## src/rtl/tspp_lsu_split_if.sv

```systemverilog
// Load/store splitter interface: request, response and bus sides.
// The LSU uses the slave modport; the requester/bus model uses master.
interface tspp_lsu_split_if #(
  parameter int XLEN = 32
);
  logic              req_valid;
  logic              req_ready;
  logic              req_wen;
  logic [XLEN-1:0]   req_addr;
  logic [1:0]        req_size;
  logic              req_unsigned;
  logic [XLEN-1:0]   req_wdata;
  logic              resp_valid;
  logic [XLEN-1:0]   resp_rdata;
  logic              resp_mal;
  logic              resp_fault;
  logic              flush;
  logic              bus_ren;
  logic              bus_wen;
  logic [XLEN-1:0]   bus_addr;
  logic [XLEN/8-1:0] bus_byte_en;
  logic [XLEN-1:0]   bus_wdata;
  logic [XLEN-1:0]   bus_rdata;
  logic              bus_busy;
  logic              bus_fault;

  modport slave (
    input  req_valid, req_wen, req_addr, req_size,
    input  req_unsigned, req_wdata, flush,
    input  bus_rdata, bus_busy, bus_fault,
    output req_ready, resp_valid, resp_rdata,
    output resp_mal, resp_fault,
    output bus_ren, bus_wen, bus_addr,
    output bus_byte_en, bus_wdata
  );

  modport master (
    output req_valid, req_wen, req_addr, req_size,
    output req_unsigned, req_wdata, flush,
    output bus_rdata, bus_busy, bus_fault,
    input  req_ready, resp_valid, resp_rdata,
    input  resp_mal, resp_fault,
    input  bus_ren, bus_wen, bus_addr,
    input  bus_byte_en, bus_wdata
  );
endinterface

```

## src/rtl/tspp_lsu_split.sv

```systemverilog
// LSU access splitter: turns a byte-addressed load/store into one or
// two XLEN-aligned bus beats and assembles/extends the load result.
module tspp_lsu_split #(
  parameter int XLEN             = 32,
  parameter int SPLIT_MISALIGNED = 1
) (
  input logic            CLK,
  input logic            RST,
  tspp_lsu_split_if.slave io
);
  localparam int BYTES = XLEN / 8;
  localparam int OFFW  = $clog2(BYTES);

  typedef enum logic [1:0] {
    IDLE,
    BEAT1,
    BEAT2,
    RESP
  } state_e;

  state_e          state_q, state_d;
  logic            wen_q, wen_d;
  logic [XLEN-1:0] addr_q, addr_d;
  logic [1:0]      size_q, size_d;
  logic            uns_q, uns_d;
  logic [XLEN-1:0] wdata_q, wdata_d;
  logic            cross_q, cross_d;
  logic            mal_q, mal_d;
  logic            fault_q, fault_d;
  logic            abort_q, abort_d;
  logic [XLEN-1:0] lo_q, lo_d;
  logic [XLEN-1:0] hi_q, hi_d;

  logic [OFFW-1:0] in_off;
  logic [3:0]      in_n;
  logic            in_cross;
  logic            in_mis;
  logic            in_bad;
  logic            in_rej;

  // Classify the incoming request so the accept edge picks the path
  always_comb begin
    in_off   = io.req_addr[OFFW-1:0];
    in_n     = 4'd1 << io.req_size;
    in_cross = (5'(in_off) + 5'(in_n)) > 5'(BYTES);
    in_mis   = (io.req_addr[2:0] & 3'(in_n - 4'd1)) != 3'd0;
    in_bad   = (XLEN == 32) && (io.req_size == 2'd3);
    in_rej   = in_bad || (in_mis && (SPLIT_MISALIGNED == 0));
  end

  logic [OFFW-1:0]    off;
  logic [3:0]         nb;
  logic [XLEN-1:0]    line_addr;
  logic [2*BYTES-1:0] be_wide;
  logic [2*XLEN-1:0]  wd_wide;
  logic [2*XLEN-1:0]  rd_wide;
  logic [XLEN-1:0]    rd_sh;
  logic [XLEN-1:0]    mask;
  logic               sbit;
  logic [XLEN-1:0]    ext;

  // Lanes/data past the line end spill into the upper half for beat 2
  always_comb begin
    off       = addr_q[OFFW-1:0];
    nb        = 4'd1 << size_q;
    line_addr = {addr_q[XLEN-1:OFFW], {OFFW{1'b0}}};
    be_wide   = ((2*BYTES)'(1) << nb) - (2*BYTES)'(1);
    be_wide   = be_wide << off;
    wd_wide   = {{XLEN{1'b0}}, wdata_q} << {off, 3'b000};
    rd_wide   = {hi_q, lo_q} >> {off, 3'b000};
    rd_sh     = rd_wide[XLEN-1:0];
    mask      = ~({XLEN{1'b1}} << {nb, 3'b000});
    sbit      = |(rd_sh & mask & ~(mask >> 1));
    if (!uns_q && sbit) ext = rd_sh | ~mask;
    else                ext = rd_sh & mask;
  end

  logic abort_now;

  always_comb begin
    state_d   = state_q;
    wen_d     = wen_q;
    addr_d    = addr_q;
    size_d    = size_q;
    uns_d     = uns_q;
    wdata_d   = wdata_q;
    cross_d   = cross_q;
    mal_d     = mal_q;
    fault_d   = fault_q;
    abort_d   = abort_q;
    lo_d      = lo_q;
    hi_d      = hi_q;
    abort_now = abort_q | io.flush;
    unique case (state_q)
      IDLE: begin
        if (io.req_valid) begin
          wen_d   = io.req_wen;
          addr_d  = io.req_addr;
          size_d  = io.req_size;
          uns_d   = io.req_unsigned;
          wdata_d = io.req_wdata;
          cross_d = in_cross & ~in_rej;
          mal_d   = in_rej;
          fault_d = 1'b0;
          abort_d = 1'b0;
          lo_d    = '0;
          hi_d    = '0;
          state_d = in_rej ? RESP : BEAT1;
        end
      end
      BEAT1: begin
        abort_d = abort_now;
        if (!io.bus_busy) begin
          lo_d = io.bus_rdata;
          if (abort_now) begin
            abort_d = 1'b0;
            state_d = IDLE;
          end else if (io.bus_fault) begin
            fault_d = 1'b1;
            state_d = RESP;
          end else if (cross_q) begin
            state_d = BEAT2;
          end else begin
            state_d = RESP;
          end
        end
      end
      BEAT2: begin
        abort_d = abort_now;
        if (!io.bus_busy) begin
          hi_d = io.bus_rdata;
          if (abort_now) begin
            abort_d = 1'b0;
            state_d = IDLE;
          end else begin
            fault_d = io.bus_fault;
            state_d = RESP;
          end
        end
      end
      RESP: state_d = IDLE;
      default: state_d = IDLE;
    endcase
  end

  always_ff @(posedge CLK) begin
    if (RST) begin
      state_q <= IDLE;
      wen_q   <= 1'b0;
      addr_q  <= '0;
      size_q  <= 2'd0;
      uns_q   <= 1'b0;
      wdata_q <= '0;
      cross_q <= 1'b0;
      mal_q   <= 1'b0;
      fault_q <= 1'b0;
      abort_q <= 1'b0;
      lo_q    <= '0;
      hi_q    <= '0;
    end else begin
      state_q <= state_d;
      wen_q   <= wen_d;
      addr_q  <= addr_d;
      size_q  <= size_d;
      uns_q   <= uns_d;
      wdata_q <= wdata_d;
      cross_q <= cross_d;
      mal_q   <= mal_d;
      fault_q <= fault_d;
      abort_q <= abort_d;
      lo_q    <= lo_d;
      hi_q    <= hi_d;
    end
  end

  logic in_beat;
  logic second;
  logic in_resp;

  always_comb begin
    in_beat = (state_q == BEAT1) || (state_q == BEAT2);
    second  = (state_q == BEAT2);
    in_resp = (state_q == RESP);
  end

  assign io.req_ready   = (state_q == IDLE);
  assign io.bus_ren     = in_beat & ~wen_q;
  assign io.bus_wen     = in_beat & wen_q;
  assign io.bus_addr    = second ? line_addr + XLEN'(BYTES)
                                 : line_addr;
  assign io.bus_byte_en = second ? be_wide[2*BYTES-1:BYTES]
                                 : be_wide[BYTES-1:0];
  assign io.bus_wdata   = second ? wd_wide[2*XLEN-1:XLEN]
                                 : wd_wide[XLEN-1:0];
  assign io.resp_valid  = in_resp;
  assign io.resp_mal    = in_resp & mal_q;
  assign io.resp_fault  = in_resp & fault_q;
  assign io.resp_rdata  =
    (in_resp && !wen_q && !mal_q && !fault_q) ? ext : '0;
endmodule
```

## src/flat_wrapper.sv

```systemverilog
// flat-port wrapper written by rule: the top's interface ports become plain ports
module tspp_lsu_split_flat 
#(
  parameter int XLEN             = 32,
  parameter int SPLIT_MISALIGNED = 1
)
  (CLK, RST, io_req_valid, io_req_wen, io_req_addr, io_req_size, io_req_unsigned, io_req_wdata, io_flush, io_bus_rdata, io_bus_busy, io_bus_fault, io_req_ready, io_resp_valid, io_resp_rdata, io_resp_mal, io_resp_fault, io_bus_ren, io_bus_wen, io_bus_addr, io_bus_byte_en, io_bus_wdata);
  tspp_lsu_split_if #(.XLEN(XLEN)) io_i ();
  input logic CLK;
  input logic RST;
  input wire logic [$bits(io_i.req_valid)-1:0] io_req_valid;
  input wire logic [$bits(io_i.req_wen)-1:0] io_req_wen;
  input wire logic [$bits(io_i.req_addr)-1:0] io_req_addr;
  input wire logic [$bits(io_i.req_size)-1:0] io_req_size;
  input wire logic [$bits(io_i.req_unsigned)-1:0] io_req_unsigned;
  input wire logic [$bits(io_i.req_wdata)-1:0] io_req_wdata;
  input wire logic [$bits(io_i.flush)-1:0] io_flush;
  input wire logic [$bits(io_i.bus_rdata)-1:0] io_bus_rdata;
  input wire logic [$bits(io_i.bus_busy)-1:0] io_bus_busy;
  input wire logic [$bits(io_i.bus_fault)-1:0] io_bus_fault;
  output wire logic [$bits(io_i.req_ready)-1:0] io_req_ready;
  output wire logic [$bits(io_i.resp_valid)-1:0] io_resp_valid;
  output wire logic [$bits(io_i.resp_rdata)-1:0] io_resp_rdata;
  output wire logic [$bits(io_i.resp_mal)-1:0] io_resp_mal;
  output wire logic [$bits(io_i.resp_fault)-1:0] io_resp_fault;
  output wire logic [$bits(io_i.bus_ren)-1:0] io_bus_ren;
  output wire logic [$bits(io_i.bus_wen)-1:0] io_bus_wen;
  output wire logic [$bits(io_i.bus_addr)-1:0] io_bus_addr;
  output wire logic [$bits(io_i.bus_byte_en)-1:0] io_bus_byte_en;
  output wire logic [$bits(io_i.bus_wdata)-1:0] io_bus_wdata;
  assign io_i.req_valid = io_req_valid;
  assign io_i.req_wen = io_req_wen;
  assign io_i.req_addr = io_req_addr;
  assign io_i.req_size = io_req_size;
  assign io_i.req_unsigned = io_req_unsigned;
  assign io_i.req_wdata = io_req_wdata;
  assign io_i.flush = io_flush;
  assign io_i.bus_rdata = io_bus_rdata;
  assign io_i.bus_busy = io_bus_busy;
  assign io_i.bus_fault = io_bus_fault;
  assign io_req_ready = io_i.req_ready;
  assign io_resp_valid = io_i.resp_valid;
  assign io_resp_rdata = io_i.resp_rdata;
  assign io_resp_mal = io_i.resp_mal;
  assign io_resp_fault = io_i.resp_fault;
  assign io_bus_ren = io_i.bus_ren;
  assign io_bus_wen = io_i.bus_wen;
  assign io_bus_addr = io_i.bus_addr;
  assign io_bus_byte_en = io_i.bus_byte_en;
  assign io_bus_wdata = io_i.bus_wdata;
  tspp_lsu_split #(.XLEN(XLEN), .SPLIT_MISALIGNED(SPLIT_MISALIGNED)) u_core (.CLK(CLK), .RST(RST), .io(io_i));
endmodule
```

## config.mk

```make
export PLATFORM = sky130hd
export DESIGN_NAME = tspp_lsu_split_flat
export DESIGN_NICKNAME = d
export VERILOG_FILES = /design/src/rtl/tspp_lsu_split_if.sv /design/src/rtl/tspp_lsu_split.sv /design/src/flat_wrapper.sv
export SDC_FILE = /design/constraint.sdc
export NUM_CORES = 1
export LEC_CHECK = 0
export ABC_AREA = 1
export CORE_ASPECT_RATIO = 1.25
export CORE_MARGIN = 2
export CORE_UTILIZATION = 49
export CTS_CLUSTER_SIZE = 30
export DETAILED_ROUTE_END_ITERATION = 16
export GPL_TIMING_DRIVEN = 1
export PLACE_DENSITY = 0.81
export RECOVER_POWER = 100
export SLEW_MARGIN = 20
export SYNTH_ARGS = -nofsm -noshare
export SYNTH_HDL_FRONTEND = slang
export SYNTH_SLANG_ARGS = --single-unit
export TNS_END_PERCENT = 1
```

## constraint.sdc

```tcl
create_clock -name CLK -period 2.2 [get_ports CLK]
set_input_delay 0.44 -clock CLK [delete_from_list [all_inputs] [get_ports CLK]]
set_output_delay 0.44 -clock CLK [all_outputs]
set_load 0.02 [all_outputs]
```

==> results.sh <==
export IMPL_fin_nets=1590
export IMPL_dr_pass1_iters=6
export IMPL_areaGrowthSynthToFinish_pct=51.5
export IMPL_io_pins=212
export IMPL_wl_met1_um=10900
export IMPL_hold_end="u_core.hi_q[21]"
export IMPL_synth_area_um2=7790
export IMPL_fin_area_um2=11800
export IMPL_place_area_um2=11000
export IMPL_period_share_pct=111
export IMPL_drc=0
export IMPL_slowest_delay_ns=0.32
export IMPL_ys_warn_count=0
export IMPL_status="finished with violations"
export IMPL_syn_area_per_cell_um2=6.55
export IMPL_die_area_um2=16900
export IMPL_grt_first_pass_wirelength_um=45800
export IMPL_grt_pass1_vias=9096
export IMPL_drtIter0Drc=772
export IMPL_min_path_type="flip-flop to flip-flop"
export IMPL_dr_wl_met3_um=2260
export IMPL_die_w_um=117
export IMPL_synth_common_cells="nand2_1 (244), o21ai_0 (131), dfxtp_1 (130)"
export IMPL_vias=9693
export IMPL_total_power_mw=13.9
export IMPL_synth_area_leader_cell="dfxtp_1"
export IMPL_synthArstFlopShare_pct=0
export IMPL_antenna_left=0
export IMPL_path_max_fanout=5
export IMPL_ys_seq_area_share_pct=33.4
export IMPL_setup_slack_ns=-0.242
export IMPL_cts_buffers=17
export IMPL_final_cell_count_no_fill=1701
export IMPL_crit_type="flip-flop to output pin"
export IMPL_end_kind="output pin"
export IMPL_coreArea_um2=15600
export IMPL_min_from="u_core.hi_q[21]"
export IMPL_cp_top_family="simple AND/OR/NAND/NOR gates"
export IMPL_path_buf_inv=2
export IMPL_io_buffer_count=209
export IMPL_post_route_util_pct=75.8
export IMPL_hold_ws_ns=0.469
export IMPL_diodes=0
export IMPL_cp_depth=11
export IMPL_clock_sinks=130
export IMPL_post_route_min_period_ns=2.44
export IMPL_ys_types=41
export IMPL_dpl_worst_slack_ns=-0.350
export IMPL_ctsRootBufferMaster="clkbuf_16"
export IMPL_finalSetupTns_ns=-9.96
export IMPL_rr_startpoint="u_core.state_q[1]"
export IMPL_reg2regPathDepth=10
export IMPL_drt_wirelength_per_cell_um=17.9
export IMPL_drive_gt1_share_pct=26.4
export IMPL_reg2reg_to="u_core.hi_q[6]"
export IMPL_die_y_um=145
export IMPL_synth_flop_cell="dfxtp_1"
export IMPL_synth_top_area_share_pct=33.4
export IMPL_antenna_found_initial=1
export IMPL_drv_slew=0
export IMPL_max_slew_margin_pct=56.5
export IMPL_max_freq_mhz=410
export IMPL_p_leak_nw=4.83
export IMPL_highest_layer="met5"
export IMPL_cts_tree="done"
export IMPL_setup_viol=91
export IMPL_grt_max_degree=61
export IMPL_via_per_inst=5.70
export IMPL_worstPathCellList="inv_2, ha_4, nand2_4, nor2_4, nand2_2, nor2_4, nand2_4, nor2_8, nand2_2, xnor2_2, buf_4"
export IMPL_peakVddDrop_mv=0.637
export IMPL_violations="negative setup slack"
export IMPL_clk_latency_ns=0.42
export IMPL_clk_pin_slew_ns=0.06
export IMPL_r2r_setup_slack_ns=0
export IMPL_gr_usage_all_layers_pct=34.5
export IMPL_multi_input_area_um2=4810
export IMPL_htree_levels=4
export IMPL_startpoint_type="flip-flop"
export IMPL_dp_cells=1663
export IMPL_synthCells=1189
export IMPL_routed_wl_um=30400
export IMPL_clk_path_buf_depth=2
export IMPL_powerDensity_nw_per_um2=1180
export IMPL_ys_ff_latch=130
export IMPL_row_count=51
export IMPL_overflow=0
export IMPL_post_synth_top_count_cell="nand2_1"
export IMPL_hold_viol=0
export IMPL_drv_cap=0
export IMPL_synth_edf_count=0
export IMPL_synth_area_top_cells="dfxtp_1 (33%), nand2_1 (12%), o21ai_0 (8.4%), a21oi_1 (8.2%), nand3_1 (7.8%)"
export IMPL_tightest_slew_ns=0.648
export IMPL_crit_required_ns=1.76
export IMPL_slowest_stage="dfxtp_2"
export IMPL_grt_setup_unrepaired="yes"
export IMPL_routabilityCongestion=0.981
export IMPL_dr_wl_met2_um=15100
export IMPL_nFillCells=1269
export IMPL_cp_arrival_ns=2.00
export IMPL_fin_skew_ns=0.00997
export IMPL_register_area_um2=2610
export IMPL_place_hpwl_um=21300
export IMPL_hold_depth=2
export IMPL_initial_core_util_pct=50.0
## area by class of cell
type,count,share of cell area (%)
multi-input combinational,886,40.8
timing repair buffer,352,26.5
sequential,130,22.2
clock buffer,18,3.82
inverter,89,2.98
tap,212,2.25
clock inverter,14,1.48
## worst reg2reg max path, stage by stage (launching register included)
cell and delay (ns):
dfxtp_2 0.33, clkbuf_1 0.12, inv_1 0.09, ha_1 0.33
clkinv_1 0.11, nor2_1 0.24, inv_2 0.08, nand2_1 0.09
clkbuf_4 0.37, nand2_1 0.14, a21oi_1 0.21
## metal layers
| metal | vias up | track usage, % |
|---|---|---|
| li1 | 4565 | - |
| met4 | 2 | 21.4 |
| met3 | 140 | 7.02 |
| met1 | 4468 | 37.6 |
| met2 | 518 | 59.6 |
| met5 | - | 0 |
## report_power, final
part           switching, mW  internal [mW]  leakage (nW)  total [mW]
registers              0.448           2.92          1.07        3.37
clock network           1.16           1.86         0.298        3.02
logic                   4.61           2.92          3.47        7.54
total                   6.23           7.70          4.83        13.9
## flip-flops by register name, indices dropped and copies added (netlist names), 2 cells and up
name and count:
u_core.lo_q 32, u_core.state_q 2, u_core.size_q 2, u_core.addr_q 32, u_core.hi_q 24, u_core.wdata_q 32
## layout by cell type (no fill, tap or decap), types with 11 or more instances in the layout
master and count:
nand3_1 116, o21ai_1 24, buf_4 186, buf_12 11, inv_1 75, buf_6 23, o211ai_1 13, clkdlybuf4s50_1 104
dfxtp_1 123, nor2_1 111, nand2_1 230, a21oi_1 117, o21ai_0 108, clkbuf_16 18, nand2_2 16, o22ai_1 14
a21oi_2 21
## worst max path at each step
stage	start	end	slack, ns
after floorplan	u_core.state_q[0]	io_resp_rdata[5]	-0.02
after global placement	u_core.state_q[0]	io_bus_addr[21]	-0.31
after detailed placement	u_core.state_q[0]	io_bus_addr[21]	-0.35
after CTS	u_core.state_q[0]	io_bus_addr[21]	-0.32
after global routing	u_core.state_q[0]	io_bus_addr[21]	-0.36
final	u_core.state_q[0]	io_bus_addr[25]	-0.24
## timing repair
item / 4_1_cts / 5_1_grt
setup endpoints to repair: 104 / 98
gates cloned: 0 / 0
pin swaps: 14 / 20
hold buffers: 0 / 0
gates resized for setup: 492 / 149
setup buffers: 3 / 3
## logic make-up (layout without fill, tap and decap cells)
| family | Yosys count | count (layout) | share of synthesized area [%] |
|---|---|---|---|
| buffers and inverters | 174 | 473 | 9.64 |
| other | 1 | 2 | 0.0481 |
| AO/OA/AOI/OAI | 333 | 333 | 23.6 |
| XOR/XNOR | 20 | 20 | 2.35 |
| flip-flops | 130 | 130 | 33.4 |
| adder cells (fa/ha/maj) | 8 | 8 | 1.38 |
| AND/OR/NAND/NOR | 523 | 523 | 29.6 |
Note: power is estimated with default switching activity, not from simulation.
